## src/rtl/piano_pkg.sv

```systemverilog
// piano_pkg: note encoding shared by the key encoder and the tone generator.
//   NOTE_C..NOTE_B  white-key note codes 0..6
//   NOTES_PER_OCT   semitones per octave (fullnote = octave*12 + note)
//   OCT_W/NOTE_W/FULLNOTE_W  field widths of the note command
package piano_pkg;

  localparam int NOTES_PER_OCT = 12;
  localparam int OCT_W         = 3;
  localparam int NOTE_W        = 4;
  localparam int FULLNOTE_W    = 6;

  typedef enum logic [NOTE_W-1:0] {
    NOTE_C = 4'd0,
    NOTE_D = 4'd1,
    NOTE_E = 4'd2,
    NOTE_F = 4'd3,
    NOTE_G = 4'd4,
    NOTE_A = 4'd5,
    NOTE_B = 4'd6
  } note_e;

  // Registered note command as seen by the voice logic.
  typedef struct packed {
    logic [NOTE_W-1:0] note;
    logic              valid;
    logic              on;
    logic              off;
  } note_evt_t;

  // octave*12 + note using shifts only: octave*8 + octave*4 + note.
  function automatic logic [FULLNOTE_W-1:0] calc_fullnote(
    input logic [OCT_W-1:0]  oct,
    input logic [NOTE_W-1:0] n
  );
    return {oct, 3'b000}
         + FULLNOTE_W'({oct, 2'b00})
         + FULLNOTE_W'(n);
  endfunction

endpackage

```

## src/rtl/key_debouncer.sv

```systemverilog
// key_debouncer: one raw asynchronous button -> one debounced level.
//   clk, rst   system clock, synchronous active-high reset
//   tick       shared debounce tick (one-cycle pulse from the top-level divider)
//   raw        raw button level, asynchronous to clk
//   stable     debounced level (0 = released after reset)
// A changed level must be seen on TICKS consecutive ticks before it is
// accepted; any cycle where the synced level matches stable restarts the count.
module key_debouncer #(
  parameter int TICKS = 10
) (
  input  logic clk,
  input  logic rst,
  input  logic tick,
  input  logic raw,
  output logic stable
);

  localparam int CNT_W = (TICKS < 2) ? 1 : $clog2(TICKS + 1);

  logic [1:0]       sync_q;
  logic [CNT_W-1:0] cnt;
  logic [CNT_W-1:0] cnt_inc;

  assign cnt_inc = cnt + 1'b1;

  always_ff @(posedge clk) begin
    if (rst) begin
      sync_q <= '0;
      cnt    <= '0;
      stable <= 1'b0;
    end else begin
      sync_q <= {sync_q[0], raw};
      if (sync_q[1] == stable) begin
        cnt <= '0;
      end else if (tick) begin
        if (cnt_inc == CNT_W'(TICKS)) begin
          stable <= sync_q[1];
          cnt    <= '0;
        end else begin
          cnt <= cnt_inc;
        end
      end
    end
  end

endmodule

```

## src/rtl/piano_key_encoder.sv

```systemverilog
// piano_key_encoder: raw key/octave buttons -> one debounced note command.
//   clk, rst     system clock, synchronous active-high reset
//   keys         raw white-key levels (1 = pressed), key i -> note code i
//   oct_up/down  raw octave buttons
//   sustain      sustain pedal (only with PIANO_SUSTAIN_EN defined)
//   note         active note code, held while note_valid=0
//   octave       current octave 0..OCT_MAX
//   fullnote     octave*12 + note
//   note_valid   a note is sounding
//   note_on      one-cycle pulse: new note or note changed
//   note_off     one-cycle pulse: note_valid fell
// Optional feature macro: PIANO_SUSTAIN_EN (adds sustain pedal input/hold).
module piano_key_encoder
  import piano_pkg::*;
#(
  parameter int NUM_KEYS       = 7,
  parameter int DEBOUNCE_DIV   = 50000,
  parameter int DEBOUNCE_TICKS = 10,
  parameter int OCT_RESET      = 2,
  parameter int OCT_MAX        = 4
) (
  input  logic                  clk,
  input  logic                  rst,
  input  logic [NUM_KEYS-1:0]   keys,
  input  logic                  oct_up,
  input  logic                  oct_down,
`ifdef PIANO_SUSTAIN_EN
  input  logic                  sustain,
`endif
  output logic [NOTE_W-1:0]     note,
  output logic [OCT_W-1:0]      octave,
  output logic [FULLNOTE_W-1:0] fullnote,
  output logic                  note_valid,
  output logic                  note_on,
  output logic                  note_off
);

  localparam int IDX_UP = NUM_KEYS;
  localparam int IDX_DN = NUM_KEYS + 1;
`ifdef PIANO_SUSTAIN_EN
  localparam int IDX_SUS = NUM_KEYS + 2;
  localparam int N_IN    = NUM_KEYS + 3;
`else
  localparam int N_IN    = NUM_KEYS + 2;
`endif
  localparam int DIV_W = $clog2(DEBOUNCE_DIV);

  // ---------------- tick divider ----------------
  logic [DIV_W-1:0] div_cnt;
  logic             tick;

  assign tick = (div_cnt == DIV_W'(DEBOUNCE_DIV - 1));

  always_ff @(posedge clk) begin
    if (rst)       div_cnt <= '0;
    else if (tick) div_cnt <= '0;
    else           div_cnt <= div_cnt + 1'b1;
  end

  // ---------------- per-input debouncers ----------------
  logic [N_IN-1:0] raw_vec;
  logic [N_IN-1:0] stab_vec;

`ifdef PIANO_SUSTAIN_EN
  assign raw_vec = {sustain, oct_down, oct_up, keys};
`else
  assign raw_vec = {oct_down, oct_up, keys};
`endif

  key_debouncer #(.TICKS(DEBOUNCE_TICKS)) u_db [N_IN-1:0] (
    .clk    (clk),
    .rst    (rst),
    .tick   (tick),
    .raw    (raw_vec),
    .stable (stab_vec)
  );

  // ---------------- priority encoder ----------------
  logic [NUM_KEYS-1:0] key_stab;
  logic                any_key;
  logic [NOTE_W-1:0]   enc;

  assign key_stab = stab_vec[NUM_KEYS-1:0];
  assign any_key  = |key_stab;

  // Scan high to low so the lowest pressed index is the last write.
  always_comb begin
    enc = '0;
    for (int i = NUM_KEYS - 1; i >= 0; i--) begin
      if (key_stab[i]) enc = NOTE_W'(i);
    end
  end

  // ---------------- octave ----------------
  logic             up_q, dn_q;
  logic             up_rise, dn_rise;
  logic [OCT_W-1:0] oct_q, oct_nxt;

  assign up_rise = stab_vec[IDX_UP] & ~up_q;
  assign dn_rise = stab_vec[IDX_DN] & ~dn_q;

  always_comb begin
    oct_nxt = oct_q;
    if (up_rise && !dn_rise) begin
      if (oct_q != OCT_W'(OCT_MAX)) oct_nxt = oct_q + 1'b1;
    end else if (dn_rise && !up_rise) begin
      if (oct_q != '0) oct_nxt = oct_q - 1'b1;
    end
  end

  // ---------------- note events ----------------
  note_evt_t evt_q, evt_nxt;
  logic      hold;

`ifdef PIANO_SUSTAIN_EN
  // Pedal keeps the last note sounding once all keys are released.
  assign hold = stab_vec[IDX_SUS] & evt_q.valid;
`else
  assign hold = 1'b0;
`endif

  always_comb begin
    evt_nxt       = evt_q;
    evt_nxt.on    = 1'b0;
    evt_nxt.off   = 1'b0;
    evt_nxt.valid = any_key | hold;
    if (any_key) begin
      evt_nxt.note = enc;
      evt_nxt.on   = !evt_q.valid || (enc != evt_q.note);
    end
    evt_nxt.off = evt_q.valid && !evt_nxt.valid;
  end

  // ---------------- output registers ----------------
  logic [FULLNOTE_W-1:0] full_q;

  always_ff @(posedge clk) begin
    if (rst) begin
      up_q        <= 1'b0;
      dn_q        <= 1'b0;
      oct_q       <= OCT_W'(OCT_RESET);
      evt_q.note  <= NOTE_C;
      evt_q.valid <= 1'b0;
      evt_q.on    <= 1'b0;
      evt_q.off   <= 1'b0;
      full_q      <= '0;
    end else begin
      up_q   <= stab_vec[IDX_UP];
      dn_q   <= stab_vec[IDX_DN];
      oct_q  <= oct_nxt;
      evt_q  <= evt_nxt;
      full_q <= calc_fullnote(oct_nxt, evt_nxt.note);
    end
  end

  assign note       = evt_q.note;
  assign note_valid = evt_q.valid;
  assign note_on    = evt_q.on;
  assign note_off   = evt_q.off;
  assign octave     = oct_q;
  assign fullnote   = full_q;

endmodule

```

## config.mk

```make
export PLATFORM = sky130hd
export DESIGN_NAME = piano_key_encoder
export DESIGN_NICKNAME = d
export VERILOG_FILES = /design/src/rtl/piano_pkg.sv /design/src/rtl/key_debouncer.sv /design/src/rtl/piano_key_encoder.sv
export SDC_FILE = /design/constraint.sdc
export NUM_CORES = 1
export LEC_CHECK = 0
export ABC_CLOCK_PERIOD_IN_PS = 7610
export CAP_MARGIN = 0
export CORE_ASPECT_RATIO = 1.75
export CORE_MARGIN = 2
export CORE_UTILIZATION = 35
export DETAILED_ROUTE_END_ITERATION = 6
export GPL_TIMING_DRIVEN = 0
export PLACE_DENSITY_LB_ADDON = 0.15
export REMOVE_ABC_BUFFERS = 1
export SLEW_MARGIN = 15
export SYNTH_ARGS = -nofsm -noshare
export SYNTH_HDL_FRONTEND = slang
export SYNTH_HIERARCHICAL = 1
export SYNTH_SLANG_ARGS = --single-unit
```

## constraint.sdc

```tcl
create_clock -name clk -period 7.61 [get_ports clk]
set_clock_uncertainty 0.2 [all_clocks]
set_input_delay 1.522 -clock clk [delete_from_list [all_inputs] [get_ports clk]]
set_output_delay 1.522 -clock clk [all_outputs]
set_load 0.01 [all_outputs]
```

## Word level (Yosys, flattened, before mapping)

Index checks and enable logic that the tools add are counted.
W data, S select, Z words.

- Bits in registers: 97
- Bits of input ports: 11
- Output and inout port bits: 16
- Logic and storage cells: 136

- $add $sub $neg: 14
- Equality and inequality tests: 21
- Multiplexer cells: 21
- Bitwise gates (word level): 14
- Reduce and logical (&&, ||, !) cells: 30

Operators by type and width:

| kind | number |
|---|---|
| $mux W4 | 16 |
| $add A4 B1 Y4 const B | 9 |
| $eq A4 B4 Y1 const B | 9 |
| $reduce_and A3 Y1 | 9 |
| $reduce_or A2 Y1 | 11 |
| $add A16 B1 Y16 const B | 1 |
| $eq A16 B16 Y1 const B | 1 |
| $mux W3 | 5 |
| $not A1 Y1 | 12 |
| $eq A1 B1 Y1 | 9 |
| $reduce_or A7 Y1 | 1 |
| $add A6 B4 Y6 | 1 |
| $add A6 B5 Y6 | 1 |
| $logic_not A1 Y1 | 4 |
| $ne A4 B4 Y1 | 1 |
| $add A3 B1 Y3 const B | 1 |
| $logic_and A1 B1 Y1 | 3 |
| $ne A3 B3 Y1 const B | 1 |
| $reduce_bool A3 Y1 | 1 |
| $sub A3 B1 Y3 const B | 1 |
| $and A1 B1 Y1 | 2 |
| $logic_or A1 B1 Y1 | 1 |

## Depth between registers and ports, before layout

Gate-level depths: netlist of the first run.

- Word-level depth: 9
- Gate-level depth with buffers: 11
- Gate-level depth less buffers: 11

## Hierarchy

Netlist of the first run, hierarchy kept.

Modules (own cells, without submodules):

| module | instances | cells each | area each (µm²) | seq. area each (µm²) |
|---|---|---|---|---|
| key_debouncer | 9 | 44 | 400.4 | 140.1 |
| piano_key_encoder | 1 | 171 | 1562.7 | 640.6 |

## Least setup slack after synthesis of the first run

OpenSTA, ideal clock, no wires.

- Kind: register to register
- Start: register div_cnt[4]
- End: register u_db[0].stable
- Setup time: 0.072 ns
- Arrival: 4.192 ns
- Data required time: 7.338 ns
- Path slack: 3.147 ns
- Cell stages (with the launch flop): 7
- Path buffers: 0
- Clock period less this slack: 4.463 ns
- Path through: dfxtp_1 -> or4b_1 -> nor4_2 -> and4bb_1 -> nand2_1 -> o21ai_1 -> mux2i_1

- Longest elaborated chain between the ends: 2

RTL lines:

| item | RTL line | source |
|---|---|---|
| start, declared | piano_key_encoder.sv:49 | `logic [DIV_W-1:0] div_cnt;` |
| start signal, assigned | piano_key_encoder.sv:57 | `else div_cnt <= div_cnt + 1'b1;` |
| $eq A16 B16 Y1 | piano_key_encoder.sv:52 | `assign tick = (div_cnt == DIV_W'(DEBOUNCE_DIV - 1));` |
| named net tick | piano_key_encoder.sv:50 | `logic tick;` |
| $reduce_and A3 Y1 (no source line) | -- |  |
| end signal, assigned | key_debouncer.sv:37 | `stable <= sync_q[1];` |
| end, declared | key_debouncer.sv:15 | `output logic stable` |

The timed path passes the listed nets, and every way through them passes these cells.
A chain may end at the register's enable or synchronous reset.

==> summary.txt, run 1 <==
syn avg cell area -> 9.11 um2
Layout area overhead -> 13.6%
# fillers -> 1428
Switch Pwr -> 0.000223 W
clock net sink count -> 95
Final period util -> 41.4%
gp weighted congestion -> 0.824
die area -> 15800 um2
number of diodes -> 0
Max-Cap Viols -> 0
Skew-Pair Late Insertion Delay -> 0.34 ns
Final Hold Viols -> 0
mapped cell area -> 5170 um2
Synth Warn # -> 6
crit path cell chain -> nor4_1 -> nor4b_2 -> and2_1 -> fa_1 -> ha_1 -> fa_1 -> xnor2_1 -> nor2_1
share of layout cells above drive strength 1 -> 7.00%
antenna-violating nets left -> 0
total grt overflow -> 0
Lkg Pwr -> 1.90 nW
synth unique cells -> 47
Clk pwr share -> 44.8%
crit path max fanout -> 5
total CTS buffers -> 9
Starting Density -> 35.8%
HPWL Detailed -> 6980 um
number of global-route vias before repair -> 3729
row count -> 58
Max Root-Sink Buffers -> 2
port buffer count -> 26
Synth Instances -> 567
H-tree depth -> 3
Post-synth EDFFs -> 0
hold path depth -> 1
most frequent cell after synthesis -> dfxtp_1
pin count of the biggest net entering global routing -> 39
drt pass-1 iters -> 4
critical path class -> reg -> reg
final number of max-transition violations -> 0
CP most frequent cell -> fa_1
Ports -> 27
cts hold-fix bufs -> 0
final setup fails -> 0
Hold Slack -> 0.235 ns
Nets -> 633
Routed Wire Length -> 9650 um
die height -> 165 um
Relative slew margins -> 64.4%
worst vdd ir -> 0.000103 V
Iter 0 DRT Violations -> 152
worst r2r dst -> fullnote[5]
cell area power density -> 172 nW/um2
DR vias -> 3938
Routed wire per std cell -> 12.4 um
Reg2Reg Launch Point -> u_db[0]/stable
Worst Path Buf+Inv -> 0
Hold Path Origin -> u_db[1]/sync_q[0]
register bit total from synthesis -> 95
CTS resizes -> 0
root buffer cell -> clkbuf_16
Worst EP required -> 7.63 ns
CTS tree -> done
global-route wire length before repair -> 16600 um
outcome -> completed
Cell Int Power -> 0.000783 W
setup TNS -> 0 ns
reg2reg path depth -> 8
Post-CTS Setup Bufs -> 0
post-layout util -> 40.6%
Synth area leader -> dfxtp_1
ys async rst share -> 0%
Startpoint Class -> flop
DRC -> 0
unrepaired setup endpoints after global routing -> false
Yosys top cell area share -> 36.8%
Final min period -> 3.15 ns
r2r setup slk -> 4.46 ns
Gate power share -> 4.6%
Worst path max stage delay -> 0.45 ns
Hold WC Path Type -> reg -> reg
Highest Clock Rate -> 318 MHz
ys flop type -> dfxtp_1
register share of total power -> 50.6%
gr usage total -> 13.1%
Sw Ratio -> 22.2%
CP max stage cell -> nor4b_2
Die X -> 95.8 um
Hold Crit Endpoint -> u_db[1]/sync_q[1]
CP arrival -> 3.16 ns
routed vias/inst -> 5.05
top post-synthesis cells by count -> 95 x dfxtp_1, 50 x nand2b_1, 44 x nand2_1
actual slew at the worst max-slew pin -> 0.534 ns
Setup crit end kind -> flop
Core ar. -> 14400 um2
largest cells by area after synthesis -> dfxtp_1 37%, ha_1 6.1%, nand2b_1 6.1%
initial antenna violation count -> 0
cell family with most CP delay -> simple AND/OR/NAND/NOR gates
Worst-path clk slew -> 0.07 ns
Seq/Total Area, Yosys -> 36.8%
-- area by class of cell --
| cell class | instances | area (um2) | share of cell area, % |
|---|---|---|---|
| well taps | 180 | 225 | 3.84 |
| clock inverters | 7 | 71.3 | 1.22 |
| repair buffers | 31 | 324 | 5.52 |
| flip-flops and latches | 95 | 1900 | 32.4 |
| clock buffers | 9 | 225 | 3.84 |
| multi-input cells | 423 | 2990 | 50.9 |
| inverters | 35 | 131 | 2.24 |
-- power groups by stage --
stage           logic, W  clock network, W  registers (W)
4_1_cts        0.0000469          0.000469       0.000510
2_1_floorplan  0.0000237                 0       0.000522
5_1_grt        0.0000513          0.000489       0.000510
6_report       0.0000458          0.000451       0.000510
3_5_place_dp   0.0000465                 0       0.000521
3_3_place_gp   0.0000454                 0       0.000521
-- flip-flops by register name, indices dropped and copies added (netlist names) --
name / flops
u_db/cnt: 36
u_db/sync_q: 18
div_cnt: 16
u_db/stable: 9
fullnote: 4
note: 4
octave: 3
dn_q: 1
note_off: 1
note_on: 1
note_valid: 1
up_q: 1
-- worst reg2reg max path, cell delays in order, from the launching register on --
cell     delay, ns
dfxtp_1       0.36
nor4_1        0.44
nor4b_2       0.45
and2_1        0.25
fa_1          0.43
ha_1          0.22
fa_1          0.42
xnor2_1       0.20
nor2_1        0.05
-- cells by family after synthesis --
kind of cell,after synthesis,share of synthesized area [%]
compound gates,89,10.8
xor+xnor,54,9.15
fa+ha+maj,27,6.83
buf+inv,49,5.47
flops,95,36.8
mux,9,1.74
simple gates,244,29.2
-- how the worst max path moves through the flow --
stage                           to  depth (start not counted)           start  slack [ns]
finish                 fullnote[5]                          8  u_db[0]/stable        4.46
detailed placement     div_cnt[13]                          4             rst        4.44
CTS                    fullnote[5]                          8  u_db[1]/stable        4.42
global route           fullnote[5]                          8  u_db[1]/stable        4.09
floorplan           u_db[0]/stable                          6      div_cnt[4]        3.15
global placement    u_db[1]/stable                          6      div_cnt[4]        1.37
-- per-layer routing --
| layer | part of all wire, % | up-vias | GRT usage (%) | wire [um] |
|---|---|---|---|---|
| met2 | 51 | 39 | 23.2 | 4950 |
| li1 | - | 2042 | - | - |
| met4 | 1.4 | 0 | 4.29 | 131 |
| met5 | 0 | - | 0 | 0 |
| met1 | 45 | 1849 | 15.4 | 4320 |
| met3 | 2.6 | 8 | 2.87 | 251 |
-- metrics by stage --
stage | instance area [um2] | total power (W) | setup slack, ns | cells
CTS | 5870 | 0.00103 | 4.42 | 780
global placement | 5500 | 0.000567 | 1.37 | 759
detailed placement | 5570 | 0.000568 | 4.44 | 764
floorplan | 5010 | 0.000545 | 3.15 | 553
global route | 5870 | 0.00105 | 4.09 | 780
finish | 5870 | 0.00101 | 4.46 | 780
-- layout by cell type, fill, tap and decap left out, drive strengths merged, types with 2 or more instances in the layout --
master and instances:
clkinv 2, nor4bb 9, and4bb 9, xor2 21, nand3 19, a21o 2
nor2 33, nor3 5, a31oi 10, a21oi 24, o2111ai 9, o21ai 28
and2 2, nand4 14, ha 25, nand2b 50, clkdlybuf4s50 25, or4b 10
o32ai 9, nor2b 27, nand2 44, nor4 6, xnor2 33, clkbuf 9
or3b 9, o31ai 2, mux2i 9, dfxtp 95, inv 36, buf 6
fa 2, clkinvlp 3
(Power assumes the default switching activity.)
==> run 2: changes to the inputs <==
ABC_CLOCK_PERIOD_IN_PS = 3110   (was 7610)
clock period = 3.11 ns   (was 7.61 ns; I/O delays follow)
==> run 2 against run 1 <==
  * Final area rose by 0.94%
  * First-iteration DRC count fell by 1.3%
  * Worst setup slack got worse by 4.2 ns
  * Critical endpoint unchanged
  * Largest power group unchanged
==> summary.txt, run 2 (same netlist as run 1, synthesis figures left out) <==
final number of max-transition violations -> 0
Clk pwr share -> 44.7%
Final Hold Viols -> 0
DRC -> 0
die area -> 15800 um2
Max Root-Sink Buffers -> 2
post-layout util -> 41.0%
Setup crit end kind -> flop
Skew-Pair Late Insertion Delay -> 0.34 ns
Max-Cap Viols -> 0
gr usage total -> 13.1%
total grt overflow -> 0
commonest non-fill, non-tap cell in the layout -> dfxtp_1
Lkg Pwr -> 1.93 nW
Final period util -> 92.5%
Layout area overhead -> 14.7%
share of layout cells above drive strength 1 -> 8.80%
DR vias -> 3982
worst r2r dst -> fullnote[5]
Die X -> 95.8 um
cell area power density -> 416 nW/um2
most frequent cells in the layout -> 93 x dfxtp_1, 50 x nand2b_1, 44 x nand2_1
critical path class -> reg -> reg
r2r setup slk -> 0.23 ns
routed vias/inst -> 5.09
Routed Wire Length -> 9680 um
met2 usage in global routing -> 23.3%
Worst EP required -> 3.12 ns
number of global-route vias before repair -> 3741
Gate power share -> 4.7%
Hold Crit Endpoint -> u_db[1]/sync_q[1]
die height -> 165 um
HPWL Detailed -> 6980 um
Worst-path clk slew -> 0.07 ns
cts hold-fix bufs -> 0
number of diodes -> 0
H-tree depth -> 3
Starting Density -> 35.8%
Hold Path Origin -> u_db[1]/sync_q[0]
placed inst area -> 5570 um2
register share of total power -> 50.6%
drt pass-1 iters -> 4
Nets -> 635
Highest Clock Rate -> 348 MHz
busiest grt layer -> met2
Core ar. -> 14400 um2
M3 GR Usage -> 2.87%
Reg2Reg Launch Point -> octave[1]
root buffer cell -> clkbuf_16
port buffer count -> 26
Ports -> 27
Largest Register -> u_db/cnt
Sw Ratio -> 22.1%
antenna-violating nets left -> 0
final instance area -> 5920 um2
Iter 0 DRT Violations -> 150
max reg flops -> 36
Largest regs -> u_db/cnt: 36 flops, u_db/sync_q: 18 flops, div_cnt: 16 flops
crit path max fanout -> 5
clock net sink count -> 95
actual slew at the worst max-slew pin -> 0.534 ns
met1 usage in global routing -> 15.4%
Startpoint Class -> flop
unrepaired setup endpoints after global routing -> false
initial antenna violation count -> 0
Final min period -> 2.88 ns
pin count of the biggest net entering global routing -> 39
Relative slew margins -> 64.4%
gp weighted congestion -> 0.824
global-route wire length before repair -> 16700 um
Hold WC Path Type -> reg -> reg
Routed wire per std cell -> 12.4 um
Switch Pwr -> 0.000546 W
row count -> 58
Cell Int Power -> 0.00192 W
# fillers -> 1425
worst vdd ir -> 0.000251 V
reg2reg path depth -> 11
final setup fails -> 0
hold path depth -> 1
CTS tree -> done
total CTS buffers -> 9
setup TNS -> 0 ns
outcome -> completed
CP arrival -> 2.89 ns
run 2: what timing repair did:
item                       4_1_cts  5_1_grt
setup buffers                    0        2
setup endpoints to repair        3       12
pin swaps                        1        2
gates resized for setup          2        8
run 2: metal layers:
layer | wire [um] | part of all wire, %
met1 | 4240 | 44
met5 | 0 | 0
met4 | 139 | 1.4
met3 | 267 | 2.8
met2 | 5030 | 52
run 2: final cells by class:
class / count / area (um2) / share of cell area [%]
multi-input combinational: 423 / 3030 / 51.1
clock buffer: 9 / 225 / 3.80
sequential: 95 / 1900 / 32.1
clock inverter: 7 / 71.3 / 1.20
inverter: 35 / 131 / 2.22
tap: 180 / 225 / 3.80
timing repair buffer: 33 / 339 / 5.72
run 2: metrics by stage:
stage                     std cells  power, W  hold slack, ns  setup slack [ns]
after CTS                       780   0.00251           0.239           0.00608
after global routing            782   0.00258           0.249            0.0336
final                           782   0.00247           0.235             0.235
after detailed placement        764   0.00139           0.222           -0.0454
after global placement          759   0.00139           0.216             -3.13
after floorplan                 553   0.00133           0.214             -1.35
run 2: power by group through the flow:
stage / sequential [W] / clock [W] / combinational [W]
final: 0.00125 / 0.00110 / 0.000115
after floorplan: 0.00128 / 0 / 0.0000579
after global routing: 0.00125 / 0.00120 / 0.000130
after global placement: 0.00128 / 0 / 0.000111
after detailed placement: 0.00128 / 0 / 0.000114
after CTS: 0.00125 / 0.00115 / 0.000115
run 2: critical path: stages (launching register included):
cell,delay [ns]
dfxtp_2,0.37
inv_1,0.08
ha_2,0.19
nand2b_1,0.11
nand3_2,0.10
and2_4,0.18
a21o_1,0.21
fa_1,0.48
ha_1,0.22
fa_2,0.37
xnor2_2,0.18
nor2_1,0.05
run 2: how the worst max path moves through the flow:
stage / from / end / slack (ns) / cells after the start
final: octave[1] / fullnote[5] / 0.23 / 11
after global routing: octave[0] / fullnote[5] / 0.03 / 11
after CTS: octave[1] / fullnote[5] / 0.006 / 11
after detailed placement: u_db[1]/stable / fullnote[5] / -0.05 / 8
after global placement: div_cnt[4] / u_db[1]/stable / -3.13 / 6
after floorplan: div_cnt[4] / u_db[0]/stable / -1.35 / 6
